--- config.mk ---
export PLATFORM = sky130hd
export DESIGN_NAME = scan_reg_bank
export DESIGN_NICKNAME = d
export VERILOG_FILES = /design/src/rtl/scan_pkg.sv /design/src/rtl/scan_misr.sv /design/src/rtl/scan_reg_bank.sv
export SDC_FILE = /design/constraint.sdc
export NUM_CORES = 1
export LEC_CHECK = 0
export BUFFER_PORTS_ARGS = -buffer_cell sky130_fd_sc_hd__buf_2
export CORE_AREA = 3 3 81 68
export DETAILED_ROUTE_END_ITERATION = 7
export DIE_AREA = 0 0 84 71
export GPL_TIMING_DRIVEN = 0
export PLACE_DENSITY_LB_ADDON = 0.25
export SLEW_MARGIN = 10
export SYNTH_ARGS = -nofsm -noshare
export SYNTH_HDL_FRONTEND = slang
export SYNTH_SLANG_ARGS = --single-unit
--- constraint.sdc ---
create_clock -name CK -period 1.9 [get_ports CK]
set_input_delay 0.095 -clock CK [delete_from_list [all_inputs] [get_ports CK]]
set_output_delay 0.095 -clock CK [all_outputs]
set_load 0.01 [all_outputs]
--- src/rtl/scan_pkg.sv ---
// Shared constants, counter-state type and width helper for the scan register bank.
package scan_pkg;

    localparam int MISR_W = 16;
    localparam logic [MISR_W-1:0] MISR_POLY = 16'h100B;

    typedef enum logic [1:0] {
        SC_IDLE,
        SC_SHIFT,
        SC_FULL
    } scnt_state_e;

    function automatic int calc_cw(input int len);
        return $clog2(len + 1);
    endfunction

endpackage

--- src/rtl/scan_misr.sv ---
// 16-bit multiple-input signature register compacting per-chain scan-out bits.
module scan_misr
    import scan_pkg::*;
#(
    parameter int CHAINS = 4
) (
    input  logic              CK,
    input  logic              RST,
    input  logic              EN,
    input  logic [CHAINS-1:0] DIN,
    output logic [MISR_W-1:0] SIG
);

    logic [MISR_W-1:0] r_sig;
    logic [MISR_W-1:0] w_din_ext;

    assign w_din_ext = MISR_W'(DIN);

    always_ff @(posedge CK) begin
        if (RST) begin
            r_sig <= '0;
        end else if (EN) begin
            r_sig <= {r_sig[MISR_W-2:0], 1'b0}
                     ^ (r_sig[MISR_W-1] ? MISR_POLY : '0)
                     ^ w_din_ext;
        end
    end

    assign SIG = r_sig;

endmodule

--- src/rtl/scan_reg_bank.sv ---
// Multi-chain scan register bank with saturating shift counter.
// Define SCAN_MISR_EN to add the on-bank MISR and the SIG output.
module scan_reg_bank
    import scan_pkg::*;
#(
    parameter int               WIDTH   = 32,
    parameter int               CHAINS  = 4,
    parameter logic [WIDTH-1:0] RST_VAL = '0,
    localparam int              LEN     = WIDTH / CHAINS,
    localparam int              CW      = calc_cw(LEN)
) (
    input  logic              CK,
    input  logic              RST,
    input  logic              E,
    input  logic              SE,
    input  logic [WIDTH-1:0]  D,
    input  logic [CHAINS-1:0] SI,
    output logic [WIDTH-1:0]  Q,
    output logic [WIDTH-1:0]  QN,
    output logic [CHAINS-1:0] SO,
    output logic [CW-1:0]     SCNT,
    output logic              LOADED
`ifdef SCAN_MISR_EN
    ,
    output logic [MISR_W-1:0] SIG
`endif
);

    localparam logic [CW-1:0] LEN_C  = CW'(LEN);
    localparam logic [CW-1:0] LEN_M1 = CW'(LEN - 1);

    logic [WIDTH-1:0]  r_q;
    logic [WIDTH-1:0]  w_shift;
    logic [CHAINS-1:0] w_so;
    logic [CW-1:0]     r_scnt;
    scnt_state_e       r_state;
    scnt_state_e       w_state_nxt;
    logic              w_cnt_inc;

    // SI enters each chain at its MSB; data moves toward the chain LSB.
    always_comb begin
        w_shift = r_q;
        for (int c = 0; c < CHAINS; c++) begin
            for (int i = 0; i < LEN - 1; i++) begin
                w_shift[c*LEN+i] = r_q[c*LEN+i+1];
            end
            w_shift[c*LEN+LEN-1] = SI[c];
        end
    end

    always_comb begin
        w_so = '0;
        for (int c = 0; c < CHAINS; c++) begin
            w_so[c] = r_q[c*LEN];
        end
    end

    always_ff @(posedge CK) begin
        if (RST) begin
            r_q <= RST_VAL;
        end else if (SE) begin
            r_q <= w_shift;
        end else if (E) begin
            r_q <= D;
        end
    end

    always_ff @(posedge CK) begin
        if (RST) begin
            r_state <= SC_IDLE;
        end else begin
            r_state <= w_state_nxt;
        end
    end

    always_comb begin
        w_state_nxt = SC_IDLE;
        if (SE) begin
            if (r_state == SC_FULL || r_scnt == LEN_M1) begin
                w_state_nxt = SC_FULL;
            end else begin
                w_state_nxt = SC_SHIFT;
            end
        end
    end

    // Counting stops once the chain is full; shifting itself carries on.
    always_comb begin
        w_cnt_inc = SE && (r_state != SC_FULL);
    end

    always_ff @(posedge CK) begin
        if (RST || !SE) begin
            r_scnt <= '0;
        end else if (w_cnt_inc) begin
            r_scnt <= r_scnt + 1'b1;
        end
    end

    assign Q      = r_q;
    assign QN     = ~r_q;
    assign SO     = w_so;
    assign SCNT   = r_scnt;
    assign LOADED = (r_scnt == LEN_C);

`ifdef SCAN_MISR_EN
    scan_misr #(
        .CHAINS (CHAINS)
    ) u_misr (
        .CK  (CK),
        .RST (RST),
        .EN  (SE),
        .DIN (w_so),
        .SIG (SIG)
    );
`endif

endmodule

== Word level (Yosys, flattened, before mapping) ==
Index checks and enable logic that the tools add are counted.
Cells by class
  eq/ne operators: 4
  reductions and logical operators: 6
  mux-type cells: 3
  add/sub/neg operators: 1
  bitwise operators: 2
Operators by type and width (number)
  two-way mux 32 bit: 2
  NOT 32 bit: 1
  adder 4 x 1 -> 4 bit (second input constant): 1
  == test 4 x 3 -> 1 bit (second input constant): 1
  == test 4 bit (second input constant): 1
  == test 2 bit (second input constant): 1
  logical OR 1 bit: 2
  two-way mux 2 bit: 1
  inequality test 2 bit (second input constant): 1
  nonzero test 2 bit: 1
  OR reduction 2 bit: 1
  logical AND 1 bit: 1
  zero test 1 bit: 1
  NOT 1 bit: 1
Word-level totals
  input port bits: 40
  output and inout port bits: 73
  register bits after elaboration: 38

== Depth between registers and ports, before layout ==
Gate-level depths: netlist (run 1).
  word-level depth: 3
  mapped depth: 4
  mapped depth without buffers: 4

== Worst setup path after synthesis (run 1) ==
OpenSTA, ideal clock, no wires.
  path kind: reg-to-reg
  from: register r_scnt[1], in the netlist SCNT[1]
  to: register r_scnt[2], in the netlist SCNT[2]
  buffers on the path: 0
  period minus slack after synthesis: 1154 ps
  required time: 1830 ps
  slack: 746 ps
  stages on the path, launching flop included: 5
  data arrival time: 1084 ps
  path through: dfxtp_1 -> ha_1 -> inv_1 -> or3_1 -> a21oi_1
On the way
  longest elaborated chain between the ends: 1
RTL lines
  start: declaration: line scan_reg_bank.sv:35  | logic [CW-1:0] r_scnt;
  start signal: assignment: line scan_reg_bank.sv:96  | r_scnt <= r_scnt + 1'b1;
  adder 4 x 1 -> 4 bit: line scan_reg_bank.sv:96
No other way between the ends.
A chain may end at the register's enable or synchronous reset.

== Worst setup path after layout (run 1) ==
  from: register r_scnt[0], in the netlist SCNT[0]
  to: output port LOADED
On the way
  longest elaborated chain between the ends: 1
RTL lines
  == test 4 bit: line scan_reg_bank.sv:104  | assign LOADED = (r_scnt == LEN_C);
  end: declaration: line scan_reg_bank.sv:22  | output logic LOADED
No other way between the ends.

==> results of run 1 <==
-- layout by cell type, fill, tap and decap left out, types with 2 or more instances in the layout --
cell type,instances
sky130_fd_sc_hd__a21oi_1,2
sky130_fd_sc_hd__mux2i_1,5
sky130_fd_sc_hd__or3_1,2
sky130_fd_sc_hd__a211oi_2,2
sky130_fd_sc_hd__clkbuf_8,6
sky130_fd_sc_hd__inv_1,35
sky130_fd_sc_hd__mux2_1,4
sky130_fd_sc_hd__clkbuf_1,7
sky130_fd_sc_hd__nor2b_1,28
sky130_fd_sc_hd__a211oi_1,54
sky130_fd_sc_hd__ha_1,2
sky130_fd_sc_hd__o21ai_0,2
sky130_fd_sc_hd__buf_6,5
sky130_fd_sc_hd__dfxtp_1,38
sky130_fd_sc_hd__nor2_1,7
sky130_fd_sc_hd__buf_4,4
sky130_fd_sc_hd__buf_2,117
-- per-layer routing --
layer	routed length [um]	part of all wire, %
met5	0	0
met4	53	1.0
met3	465	8.7
met2	2325	44
met1	2478	47
-- cell families after synthesis --
group | Yosys count
compound gates | 61
xor+xnor | 1
fa+ha+maj | 2
buf+inv | 57
flops | 38
mux | 9
simple gates | 43
-- layout make-up --
| type | count | area [sq um] |
|---|---|---|
| multi-input combinational | 116 | 847.1 |
| sequential | 38 | 760.7 |
| clock inverter | 1 | 5.005 |
| clock buffer | 7 | 86.33 |
| inverter | 35 | 131.4 |
| fill | 475 | 2261 |
| buffer | 22 | 143.9 |
| tap | 62 | 77.57 |
| timing repair buffer | 110 | 550.5 |
-- Yosys cell counts --
| cell type | n |
|---|---|
| sky130_fd_sc_hd__buf_4 | 4 |
| sky130_fd_sc_hd__nor2b_4 | 1 |
| sky130_fd_sc_hd__mux2_1 | 4 |
| sky130_fd_sc_hd__xnor2_1 | 1 |
| sky130_fd_sc_hd__ha_1 | 2 |
| sky130_fd_sc_hd__dfxtp_1 | 38 |
| sky130_fd_sc_hd__nor3_1 | 1 |
| sky130_fd_sc_hd__or3_1 | 2 |
| sky130_fd_sc_hd__o21ai_0 | 2 |
| sky130_fd_sc_hd__and3b_1 | 1 |
| sky130_fd_sc_hd__mux2i_1 | 5 |
| sky130_fd_sc_hd__nand2_1 | 1 |
| sky130_fd_sc_hd__nand2b_1 | 1 |
| sky130_fd_sc_hd__inv_1 | 35 |
| sky130_fd_sc_hd__a211oi_2 | 2 |
| sky130_fd_sc_hd__nor2_1 | 7 |
| sky130_fd_sc_hd__clkbuf_1 | 6 |
| sky130_fd_sc_hd__nor2b_1 | 28 |
| sky130_fd_sc_hd__a211oi_1 | 54 |
| sky130_fd_sc_hd__a21oi_1 | 2 |
| sky130_fd_sc_hd__buf_6 | 5 |
| sky130_fd_sc_hd__nand4_1 | 1 |
| sky130_fd_sc_hd__o21ba_2 | 1 |
| sky130_fd_sc_hd__buf_2 | 7 |
-- sequential cells by signal (all words and copies together), names as in the netlist --
register and flops:
SCNT 4, r_state 2, Q 32
-- worst max-delay path: cells and delay by family, from the launching register on --
kind,cells,cell delay (ps)
flops,1,390
buf+inv,2,220
simple gates,1,150
fa+ha+maj,1,190
-- through the flow --
step | total power, mW | hold WS, ps | instance area (sq um)
2_1_floorplan | 1.129 | 241.8 | 1883
3_3_place_gp | 1.309 | 330.7 | 2511
3_5_place_dp | 1.312 | 339.0 | 2511
4_1_cts | 1.889 | 30.86 | 2603
5_1_grt | 1.962 | 51.66 | 2603
6_report | 1.863 | 36.67 | 2603
-- worst max-delay path by stage --
stage          endpoint  slack (ps)  startpoint  depth (start not counted)
2_1_floorplan   SCNT[2]         750     SCNT[1]                          4
3_3_place_gp    SCNT[2]         760     SCNT[1]                          4
3_5_place_dp    SCNT[2]         740     SCNT[1]                          4
4_1_cts          LOADED         550     SCNT[0]                          4
5_1_grt          LOADED         510     SCNT[0]                          4
6_report         LOADED         560     SCNT[0]                          4
-- power groups by stage --
stage               Combinational [mW]  Sequential (mW)  Clock [mW]
floorplan                        0.207            0.922           0
global placement                 0.407            0.901           0
detailed placement               0.410            0.902           0
CTS                              0.411            0.885       0.593
global route                     0.447            0.893       0.621
finish                           0.406            0.885       0.573
==> results.json, run 1 <==
{
  "timing_worst_setup_path_type": "reg -> out",
  "post_cts_resized": 0,
  "final_report_hold_violation_count": 0,
  "status": "complete, no violations",
  "grt_max_degree": 12,
  "synthesis.instances": 211,
  "worst_r2r_endpoint": "SCNT[2]",
  "syn-cell-area_sq_um": 1883,
  "period_needed_ps": 1336,
  "cap_violations": 0,
  "setup_clock_skew_after_layout_ps": 2.899,
  "cp-end-kind": "primary output",
  "instances_no_fill": 391,
  "clock_power_share_pct": 30.7,
  "total_leakage_power_nw": 1.201,
  "worst_hold_path.endpoint": "Q[23]",
  "seq_area_frac_synth_pct": 40.40,
  "synth_xor_xnor_area_share_pct": 0.4651,
  "report.final.setup_viol": 0,
  "timing.critical_path.cells": "inv_1, ha_1, and3b_1, buf_2",
  "mux_cell_area_share_after_synthesis_pct": 5.050,
  "timing.final.crit_share_pct": 70.31,
  "net-switching-power_mw": 0.5359,
  "row_count": 23,
  "postRouteWirelength_um": 5323,
  "report.final.slew_viol_count": 0,
  "tritoncts": "built",
  "gr-usage-all-layers_pct": 17.89,
  "gp_congestion": 0.7398,
  "ys_types": 24,
  "drive_above_1_share_pct": 41.64,
  "critPathMaxStageDelay_ps": 390,
  "timing.critical_path.from_type": "flip-flop",
  "yosys.area.top_type": "sky130_fd_sc_hd__dfxtp_1",
  "min_from": "SI[2]",
  "nNetsFinal": 370,
  "synthesized_nets": 253,
  "cts_htree_levels": 2,
  "worst_slack_ps": 564.1,
  "finish.utilization_pct": 53.51,
  "flop_to_flop_setup_slack_ps": 710,
  "worst_ir_drop_vdd_uv": 349.0,
  "overall_die_area_sq_um": 5964,
  "critical_path_arrival_ps": 1240,
  "path_clk_slew_ps": 70,
  "synth.area.top_cells": "sky130_fd_sc_hd__dfxtp_1 (40%), sky130_fd_sc_hd__a211oi_1 (22%), sky130_fd_sc_hd__nor2b_1 (9.3%), sky130_fd_sc_hd__inv_1 (7.0%), sky130_fd_sc_hd__buf_6 (3.0%)",
  "vias": 1926,
  "synth_seq_cells": 38,
  "max_freq_mhz": 748.6,
  "critical_path.max_fanout": 4,
  "io_pins": 113,
  "global_route.usage.met3_pct": 6.286,
  "power.share.switching_pct": 28.76,
  "area_growth_pct": 38.21,
  "powerDensity_nw_per_um2": 716.0,
  "dpl.hpwl_um": 4011,
  "die_height_um": 71,
  "hold_depth": 3,
  "grt_remaining_overflow": 0,
  "worstReg2RegStart": "SCNT[1]",
  "dp.cells": 383,
  "clock_tree.root_cell": "sky130_fd_sc_hd__clkbuf_8",
  "initial_util_pct": 38.72,
  "power_report.internal_total_mw": 1.327,
  "grt_antenna_before_repair": 0,
  "antennaDiodeCount": 0,
  "drt_pre_antenna_iters": 4,
  "gr-usage-met2_pct": 27.80,
  "synth-compound-area-share_pct": 24.45,
  "simple_gate_area_share_of_the_yosys_netlist_pct": 13.69,
  "place.port_buffers": 110,
  "power.share.sequential_pct": 47.5,
  "synth_top_area_share_pct": 40.40,
  "floorplan.core_area_sq_um": 4863,
  "route.antenna.remaining_nets": 0,
  "cts.path.max_buffers": 2,
  "timing.critical_path.required_ps": 1800,
  "grt_pass1_wl_um": 8666,
  "detail_route.iter0.violations": 76,
  "reg2regPathDepth": 4,
  "die_x_um": 84,
  "vias_per_cell": 4.926,
  "numCtsBuffers": 5,
  "postSynthAreaPerCell_sq_um": 8.924,
  "hp_class": "in -> reg",
  "clock_sinks": 38,
  "power_share_of_the_combinational_group_pct": 21.8,
  "worst_pin_slew_ps": 581.5,
  "clock_latency_ps": 290,
  "synth_adder_area_share_pct": 1.329,
  "vias_in_the_first_global_route": 1877,
  "routed_wire_length_per_instance_um": 13.61,
  "yosys_warnings": 0,
  "slowest_cp_cell": "sky130_fd_sc_hd__dfxtp_1",
  "worst_slew_margin_rel_pct": 61.23,
  "post_cts_buffers": 0,
  "grt_setup_unrepaired": "no",
  "dp_slack_ps": 740.6,
  "cts_hold_repair.buffers": 0,
  "post-route-drc-count": 0,
  "grt-busiest-layer": "met2",
  "fin_setup_tns_ps": 0,
  "global_route.usage.met1_pct": 23.42,
  "combinational_family_with_the_most_area_after_synthesis": "compound AO/OA/AOI/OAI gates"
}
(Power assumes the default switching activity.)
==> inputs of run 2 (changes only) <==
==> constraint.sdc (replaced) <==
create_clock -name CK -period 1.3 [get_ports CK]
set_input_delay 0.065 -clock CK [delete_from_list [all_inputs] [get_ports CK]]
set_output_delay 0.065 -clock CK [all_outputs]
set_load 0.01 [all_outputs]
==> results.json, run 2 (same netlist as run 1, synthesis figures left out) <==
{
  "critical_path.max_fanout": 2,
  "cts_hold_repair.buffers": 0,
  "grt_antenna_before_repair": 0,
  "die_x_um": 84,
  "row_count": 23,
  "powerDensity_nw_per_um2": 1046,
  "nFillCells": 471,
  "gr-usage-all-layers_pct": 17.89,
  "gp_congestion": 0.7398,
  "largest_register_ffs": 32,
  "floorplan.core_area_sq_um": 4863,
  "grt_setup_unrepaired": "no",
  "hp_class": "in -> reg",
  "path_clk_slew_ps": 70,
  "area_growth_pct": 38.74,
  "numCtsBuffers": 5,
  "area.sequential_sq_um": 763.2,
  "grt_pass1_wl_um": 8666,
  "final_report_hold_violation_count": 0,
  "clock_latency_ps": 290,
  "multi_input_comb_area_sq_um": 847.1,
  "clock_sinks": 38,
  "status": "complete, no violations",
  "vias": 1938,
  "drt_pre_antenna_iters": 4,
  "antennaDiodeCount": 0,
  "detail_route.iter0.violations": 72,
  "clock_tree.root_cell": "sky130_fd_sc_hd__clkbuf_8",
  "nNetsFinal": 371,
  "report.final.slew_viol_count": 0,
  "timing.critical_path.required_ps": 1240,
  "worst_pin_slew_ps": 584.8,
  "finish.utilization_pct": 53.72,
  "io_pins": 113,
  "die_height_um": 71,
  "cts_htree_levels": 2,
  "timing.final.crit_share_pct": 94.47,
  "grt_remaining_overflow": 0,
  "initial_util_pct": 38.72,
  "period_needed_ps": 1228,
  "most_frequent_cells_in_the_layout": "sky130_fd_sc_hd__buf_2 (117), sky130_fd_sc_hd__a211oi_1 (54), sky130_fd_sc_hd__dfxtp_1 (36), sky130_fd_sc_hd__inv_1 (35), sky130_fd_sc_hd__nor2b_1 (28)",
  "setup_clock_skew_after_layout_ps": 3.479,
  "report.final.setup_viol": 0,
  "postRouteWirelength_um": 5358,
  "cp-end-kind": "primary output",
  "routed_wire_length_per_instance_um": 13.67,
  "tritoncts": "built",
  "layout_commonest_cell": "sky130_fd_sc_hd__buf_2",
  "timing_worst_setup_path_type": "reg -> out",
  "vias_in_the_first_global_route": 1877,
  "vias_per_cell": 4.944,
  "total_leakage_power_nw": 1.207,
  "cts.path.max_buffers": 2,
  "grt_max_degree": 12,
  "max_freq_mhz": 814.3,
  "critical_path_arrival_ps": 1160,
  "worst_ir_drop_vdd_uv": 514.0,
  "fin_setup_tns_ps": 0,
  "dpl.hpwl_um": 4011,
  "timing.critical_path.from_type": "flip-flop",
  "post-route-drc-count": 0,
  "place.port_buffers": 110,
  "worst_slew_margin_rel_pct": 61.02,
  "route.antenna.remaining_nets": 0,
  "overall_die_area_sq_um": 5964,
  "cap_violations": 0,
  "drive_above_1_share_pct": 42.42
}
[run 2: cell types whose count changed in the layout (fill, tap and decap cells not counted), sizes merged]
cell | previous run | this run
buf | 126 | 127
[run 2: layout make-up]
| cell class | count | share of cell area [%] |
|---|---|---|
| Tap cell | 62 | 2.969 |
| Clock buffer | 7 | 3.305 |
| Timing Repair Buffer | 111 | 21.36 |
| Inverter | 35 | 5.029 |
| Multi-Input combinational cell | 116 | 32.42 |
| Sequential cell | 38 | 29.21 |
| Clock inverter | 1 | 0.1916 |
| Buffer | 22 | 5.508 |
[run 2: metrics by stage]
stage / area [sq um] / setup WS (ps) / hold slack, ps / cells / total power [mW]
after floorplan: 1883 / 146.2 / 211.8 / 211 / 1.650
after global placement: 2511 / 159.0 / 300.7 / 383 / 1.913
after detailed placement: 2511 / 140.6 / 309.0 / 383 / 1.917
after CTS: 2604 / 18.97 / 0.8584 / 391 / 2.761
after global routing: 2613 / 17.24 / 21.66 / 392 / 2.870
final: 2613 / 71.92 / 5.339 / 392 / 2.732
[run 2: routing by layer]
metal  global-route usage [%]  wire, um  up-vias
li1                         -         -      950
met1                    23.42      2498      891
met2                    27.80      2332       89
met3                    6.286       473        8
met4                    5.714        53        0
met5                        0         0        -
[run 2: worst max-delay path, cell delays in order, from the launching register on]
cell                      delay, ps
sky130_fd_sc_hd__dfxtp_2        340
sky130_fd_sc_hd__inv_1           60
sky130_fd_sc_hd__ha_1           190
sky130_fd_sc_hd__and3b_1        150
sky130_fd_sc_hd__buf_2          130
[run 2: repair_timing]
item / CTS / global route
setup buffers: 0 / 1
resized for setup: 1 / 1
endpoints found under the setup margin: 1 / 1
hold endpoints to repair: 0 / 0
[run 2: where the power goes]
group,internal [mW],leakage [nW],switching [mW]
Combinational,0.275,0.843,0.324
Sequential,1.24,0.315,0.0526
Clock,0.428,0.0482,0.413
Total,1.94,1.21,0.789
[run 2: path summary, 6_finish.rpt]
kind,from,to,slack (ps),cells past startpoint
worst max-delay path,SCNT[0],LOADED,70,4
worst min-delay path,SI[2],Q[23],5,3
worst max register to register,SCNT[0],SCNT[2],100,5
worst min register to register,Q[1],Q[0],490,2
